<file path="src/rtl/pipeline_ctrl.sv">
// pipeline_ctrl: stall/flush sequencing for the five-stage RV32I pipeline.
// Resolves load-use hazards in ID, taken redirects from MEM and multi-cycle
// data-memory waits, with a watchdog that halts the core on a dead memory.
// Optional build macro: PIPE_PERF_CNT_EN adds saturating stall/flush counters;
// without it stall_cycles and flush_events are tied to zero.
module pipeline_ctrl #(
  parameter int REG_SEL     = 5,
  parameter int MEM_TIMEOUT = 16,
  parameter int CNT_W       = 32
) (
  input  logic               clk,
  input  logic               rst,
  input  logic [REG_SEL-1:0] id_rs1,
  input  logic [REG_SEL-1:0] id_rs2,
  input  logic               id_uses_rs1,
  input  logic               id_uses_rs2,
  input  logic [REG_SEL-1:0] ex_rd,
  input  logic               ex_mem_read,
  input  logic               pc_src,
  input  logic               mem_req,
  input  logic               mem_ready,
  output logic               stall_pc,
  output logic               stall_ifid,
  output logic               stall_idex,
  output logic               stall_exmem,
  output logic               stall_memwb,
  output logic               flush_ifid,
  output logic               flush_idex,
  output logic               flush_exmem,
  output logic               flush_memwb,
  output logic               mem_fault,
  output logic [CNT_W-1:0]   stall_cycles,
  output logic [CNT_W-1:0]   flush_events
);

  localparam int WAIT_W = $clog2(MEM_TIMEOUT + 1);

  typedef enum logic [1:0] {
    RUN,
    MEM_WAIT,
    HALT
  } state_t;

  state_t            state;
  state_t            state_next;
  logic [WAIT_W-1:0] wait_cnt;
  logic [WAIT_W-1:0] wait_cnt_next;
  logic              load_use;
  logic              do_wait;
  logic              do_redirect;
  logic              do_bubble;
  logic              do_halt;

  assign load_use = ex_mem_read && (ex_rd != '0) &&
                    ((id_uses_rs1 && (id_rs1 == ex_rd)) ||
                     (id_uses_rs2 && (id_rs2 == ex_rd)));

  // Next-state and action selection; a completing wait falls through to the redirect/bubble checks
  always_comb begin
    state_next    = state;
    wait_cnt_next = wait_cnt;
    do_wait       = 1'b0;
    do_redirect   = 1'b0;
    do_bubble     = 1'b0;
    do_halt       = 1'b0;
    case (state)
      RUN: begin
        if (mem_req && !mem_ready) begin
          do_wait       = 1'b1;
          wait_cnt_next = WAIT_W'(1);
          state_next    = MEM_WAIT;
        end else if (pc_src) begin
          do_redirect = 1'b1;
        end else if (load_use) begin
          do_bubble = 1'b1;
        end
      end
      MEM_WAIT: begin
        if (mem_ready) begin
          state_next = RUN;
          if (pc_src) begin
            do_redirect = 1'b1;
          end else if (load_use) begin
            do_bubble = 1'b1;
          end
        end else begin
          do_wait       = 1'b1;
          wait_cnt_next = wait_cnt + WAIT_W'(1);
          if (wait_cnt == WAIT_W'(MEM_TIMEOUT - 1)) begin
            state_next = HALT;
          end
        end
      end
      HALT: begin
        do_halt = 1'b1;
      end
      default: begin
        state_next = RUN;
      end
    endcase
  end

  // Map the selected action onto the per-register controls, all forced low while in reset
  always_comb begin
    stall_pc    = 1'b0;
    stall_ifid  = 1'b0;
    stall_idex  = 1'b0;
    stall_exmem = 1'b0;
    stall_memwb = 1'b0;
    flush_ifid  = 1'b0;
    flush_idex  = 1'b0;
    flush_exmem = 1'b0;
    flush_memwb = 1'b0;
    if (!rst) begin
      stall_pc    = do_wait | do_bubble | do_halt;
      stall_ifid  = do_wait | do_bubble | do_halt;
      stall_idex  = do_wait | do_halt;
      stall_exmem = do_wait | do_halt;
      stall_memwb = do_halt;
      flush_ifid  = do_redirect;
      flush_idex  = do_redirect | do_bubble;
      flush_exmem = do_redirect;
      flush_memwb = do_wait | do_halt;
    end
  end

  // State, wait counter and sticky fault flag; the fault latches on the edge into HALT
  always_ff @(posedge clk or posedge rst) begin
    if (rst) begin
      state     <= RUN;
      wait_cnt  <= '0;
      mem_fault <= 1'b0;
    end else begin
      state     <= state_next;
      wait_cnt  <= wait_cnt_next;
      mem_fault <= mem_fault | (state_next == HALT);
    end
  end

`ifdef PIPE_PERF_CNT_EN
  // Saturating performance counters sampling the live stall_pc / flush_ifid controls
  always_ff @(posedge clk or posedge rst) begin
    if (rst) begin
      stall_cycles <= '0;
      flush_events <= '0;
    end else begin
      if (stall_pc && (stall_cycles != '1)) begin
        stall_cycles <= stall_cycles + CNT_W'(1);
      end
      if (flush_ifid && (flush_events != '1)) begin
        flush_events <= flush_events + CNT_W'(1);
      end
    end
  end
`else
  assign stall_cycles = '0;
  assign flush_events = '0;
`endif

endmodule

</file>
<file path="config.mk">
export PLATFORM = sky130hd
export DESIGN_NAME = pipeline_ctrl
export DESIGN_NICKNAME = d
export VERILOG_FILES = /design/src/rtl/pipeline_ctrl.sv
export SDC_FILE = /design/constraint.sdc
export NUM_CORES = 1
export LEC_CHECK = 0
export CELL_PAD_IN_SITES_DETAIL_PLACEMENT = 0
export CELL_PAD_IN_SITES_GLOBAL_PLACEMENT = 1
export CORE_MARGIN = 2
export CORE_UTILIZATION = 22
export CTS_CLUSTER_DIAMETER = 50
export DETAILED_ROUTE_END_ITERATION = 6
export PLACE_DENSITY_LB_ADDON = 0.1
export SETUP_SLACK_MARGIN = 0.5
export SYNTH_ARGS = -nofsm -noshare
export SYNTH_HDL_FRONTEND = slang
export SYNTH_SLANG_ARGS = --single-unit
</file>
<file path="constraint.sdc">
create_clock -name clk -period 3.5 [get_ports clk]
set_input_delay 0.525 -clock clk [delete_from_list [all_inputs] [get_ports clk]]
set_output_delay 0.525 -clock clk [all_outputs]
set_load 0.02 [all_outputs]
</file>
==> qor.csv <==
stage;metric;value;unit
global_routing;vias in the first global route;607;
worst_hold_path;Min-Delay Path Class;reg2reg;
sta;fin crit share;82.2;%
clock_tree;CTS Hold Bufs;0;
layout;nets@finish;190;
sta;Clock Skews;0.00493;ns
logic_synthesis;Synth Area in Compound Gates;9.37;%
setup_path;CP Capture Type;output port;
global_routing;largest net degree at the start of global routing;10;
sta;RSZ-0062 raised after global routing;false;
setup_path;critical path's top delay family;buffers and inverters;
setup_path;CP peak stage delay;0.64;ns
clock_tree;H-tree levels;1;
placement;DP Wirelength;1770;um
global_routing;GRT Total Usage;6.63;%
clock_tree;CTS sink cnt;8;
logic_synthesis;simple-gate share of the synthesized area;11.0;%
setup_path;FF-to-FF Start;wait_cnt[0]$_DFFE_PP0P_;
sta;final hold viol count;0;
power;Clock power frac;26.5;%
setup_path;Worst Setup EP;flush_memwb;
power;Net Sw Frac;40.3;%
setup_path;Crit path arrival time;2.35;ns
logic_synthesis;register bit total from synthesis;8;
floorplan;Initial Utilization;22.9;%
route;final wirelength;2060;um
layout;Filler cells;518;
setup_path;Cell Chain, Critical Path;clkdlybuf4s50_1, nor2_2, o21ai_1, a21oi_2, clkdlybuf4s50_1;
clock_tree;Clock transition at path regs;0.04;ns
setup_path;FF-to-FF End;mem_fault$_DFF_PP0_;
setup_path;Crit path top cell by count;clkdlybuf4s50_1;
clock_tree;deepest clock path buffer count;2;
global_routing;total grt overflow;0;
power;maximum VDD drop;178;uV
layout;proportion of layout cells with a drive suffix above 1;4.91;%
route;via/cell ratio;3.26;
setup_path;CP Launch Point;mem_ready;
sta;Final min period;2.88;ns
setup_path;critical path's slowest cell;clkdlybuf4s50_1;
power;Psw;170;uW
logic_synthesis;Unique masters post-synth;32;
logic_synthesis;Ys Warns;0;
placement;pre-CTS WS;0.335;ns
setup_path;Critical Path RT;2.97;ns
logic_synthesis;Synth Area in XOR/XNOR;8.10;%
logic_synthesis;cells after synthesis;134;
setup_path;startpoint types;input port;
power;Leak;0.000611;uW
route;1st-iter DRT viols;12;
clock_tree;CTS tree;yes;
setup_path;FF-to-FF setup slack;1.94;ns
placement;Port Buffers;32;
power;Logic pwr share;40.9;%
route;Post-DRT Antenna Nets;0;
layout;Synth-to-Final Area Change;15.9;%
logic_synthesis;combinational family with the most area after synthesis;buffers and inverters;
logic_synthesis;Syn Area/Cell;8.07;um2
setup_path;FF-to-FF path depth;6;
logic_synthesis;cell area after synthesis;0.00108;mm2
floorplan;Die ar.;0.00549;mm2
logic_synthesis;register area share after synthesis;18.5;%
sta;Final WS setup;0.625;ns
layout;fin cells;230;
layout;antenna cells;0;
worst_hold_path;number of cells on the worst hold path;1;
sta;count of pins over their slew limit;0;
power;Reg power frac;32.6;%
floorplan;number of core rows;25;
floorplan;Core Area;0.00472;mm2
setup_path;Crit Path Class;in2out;
placement;global placement routability congestion;0.755;
setup_path;CP Max Fanout;6;
logic_synthesis;post-synthesis adder-cell area fraction;2.31;%
power;pwr/cell area;337;mW/mm2
sta;fmax;0.348;GHz
clock_tree;Clock Latency Late Sink;0.23;ns
route;vias;749;
sta;TNS Setup;0;ns
clock_tree;CTS Root Cell;clkbuf_8;
logic_synthesis;multiplexer share of the synthesized area;0.926;%
run;max cap viols;0;
route;DRT Pass-1 Iters;4;
floorplan;Ports;97;
floorplan;Die Y;74.1;um
sta;Final setup viols;0;
clock_tree;CTS Buf Count;3;
setup_path;CP Depth;5;
outcome;status;completed;
setup_path;Buf/Inv on CP;2;
placement;Placed Cells;227;
floorplan;Die X;74.1;um
sta;worst hold slack;0.484;ns
route;Post-route DRC;0;
global_routing;first-pass GRT wire length;2820;um
global_routing;initial antenna violation count;0;
route;routed length per instance;8.94;um
power;Power Internal;252;uW
==> worst min-delay path by stage <==
stage	from	to	slack, ns
detailed placement	mem_fault$_DFF_PP0_	mem_fault$_DFF_PP0_	0.48
floorplan	rst	mem_fault$_DFF_PP0_	0.34
CTS	mem_fault$_DFF_PP0_	mem_fault$_DFF_PP0_	0.49
global route	mem_fault$_DFF_PP0_	mem_fault$_DFF_PP0_	0.53
finish	mem_fault$_DFF_PP0_	mem_fault$_DFF_PP0_	0.48
global placement	mem_fault$_DFF_PP0_	mem_fault$_DFF_PP0_	0.48
==> power groups by stage <==
stage,logic [uW],clock network [uW],registers [uW]
after global placement,174,0,137
after CTS,171,114,137
after detailed placement,171,0,139
final,173,112,138
after floorplan,183,0,130
after global routing,190,121,142
==> stage by stage <==
step / area, um2 / power (uW) / util (%)
finish: 1250 / 422 / 26.5
detailed placement: 1210 / 310 / 25.5
global placement: 1210 / 311 / 25.5
floorplan: 1320 / 313 / -
CTS: 1250 / 423 / 26.5
global route: 1250 / 454 / 26.5
==> cell families after synthesis <==
group | count (synthesis)
AO/OA/AOI/OAI | 15
XOR/XNOR | 10
adder cells (fa/ha/maj) | 2
buffers and inverters | 74
flip-flops | 8
multiplexers | 1
other | 1
AND/OR/NAND/NOR | 23
==> cell type report <==
| type | instances | area (um2) | area share (%) |
|---|---|---|---|
| clock buffers | 3 | 41.3 | 3.30 |
| inverters | 5 | 18.8 | 1.50 |
| multi-input cells | 115 | 589 | 47.1 |
| flip-flops and latches | 8 | 200 | 16.0 |
| well taps | 67 | 83.8 | 6.69 |
| repair buffers | 32 | 319 | 25.5 |
==> timing repair <==
action | 4_1_cts | 5_1_grt
gates resized for setup | 5 | 1
setup buffers | 0 | 0
setup endpoints to repair | 6 | 1
==> placed cells by master, fill, tap and decap left out, drive strengths merged, types with 2 or more instances in the layout <==
| cell type | synthesis | routed |
|---|---|---|
| clkbuf | 0 | 3 |
| a22o | 2 | 2 |
| inv | 5 | 5 |
| xnor2 | 2 | 2 |
| nand3 | 2 | 2 |
| clkdlybuf4s50 | 0 | 28 |
| conb | 1 | 64 |
| dlygate4sd2 | 0 | 3 |
| nand2 | 5 | 5 |
| o21ai | 7 | 7 |
| or2 | 2 | 2 |
| dfrtp | 8 | 8 |
| or3 | 2 | 2 |
| ha | 2 | 2 |
| nor4 | 2 | 2 |
| xor2 | 8 | 8 |
| nor2 | 5 | 5 |
==> Yosys cell counts, drive strengths merged <==
master | number | area share, %
o31ai | 1 | 0.69
o22ai | 1 | 0.58
or4 | 1 | 0.69
and3 | 1 | 0.58
buf | 69 | 48
o21ai | 7 | 3.6
a32o | 1 | 0.93
nor4 | 2 | 1.2
nor3 | 1 | 0.46
ha | 2 | 2.3
a22o | 2 | 1.6
nand2b | 1 | 0.58
nand2 | 5 | 1.7
nand3 | 2 | 0.93
conb | 1 | 0.35
a21oi | 1 | 0.46
a32oi | 1 | 0.81
mux2i | 1 | 0.93
or2 | 2 | 1.2
xor2 | 8 | 6.5
xnor2 | 2 | 1.6
dfrtp | 8 | 19
or3 | 2 | 1.2
and2 | 1 | 0.58
inv | 5 | 1.7
o21bai | 1 | 0.69
nor2 | 5 | 2.0
==> flip-flops by register name, summed over array words and instances, names as in the netlist <==
register	cells
wait_cnt	5
state	2
mem_fault	1
==> per-layer routing <==
| layer | share of wire, % | track usage, % |
|---|---|---|
| met1 | 40 | 8.01 |
| met4 | 0.63 | 1.21 |
| met5 | 0 | 0 |
| met2 | 46 | 11.4 |
| met3 | 13 | 2.44 |
==> worst register-to-register path: stages, from the launching register on <==
cell,delay [ns]
dfrtp_1,0.41
ha_1,0.24
and3_1,0.18
ha_1,0.19
nand2_1,0.07
o31ai_1,0.08
or2_2,0.28
(Power assumes the default switching activity.)
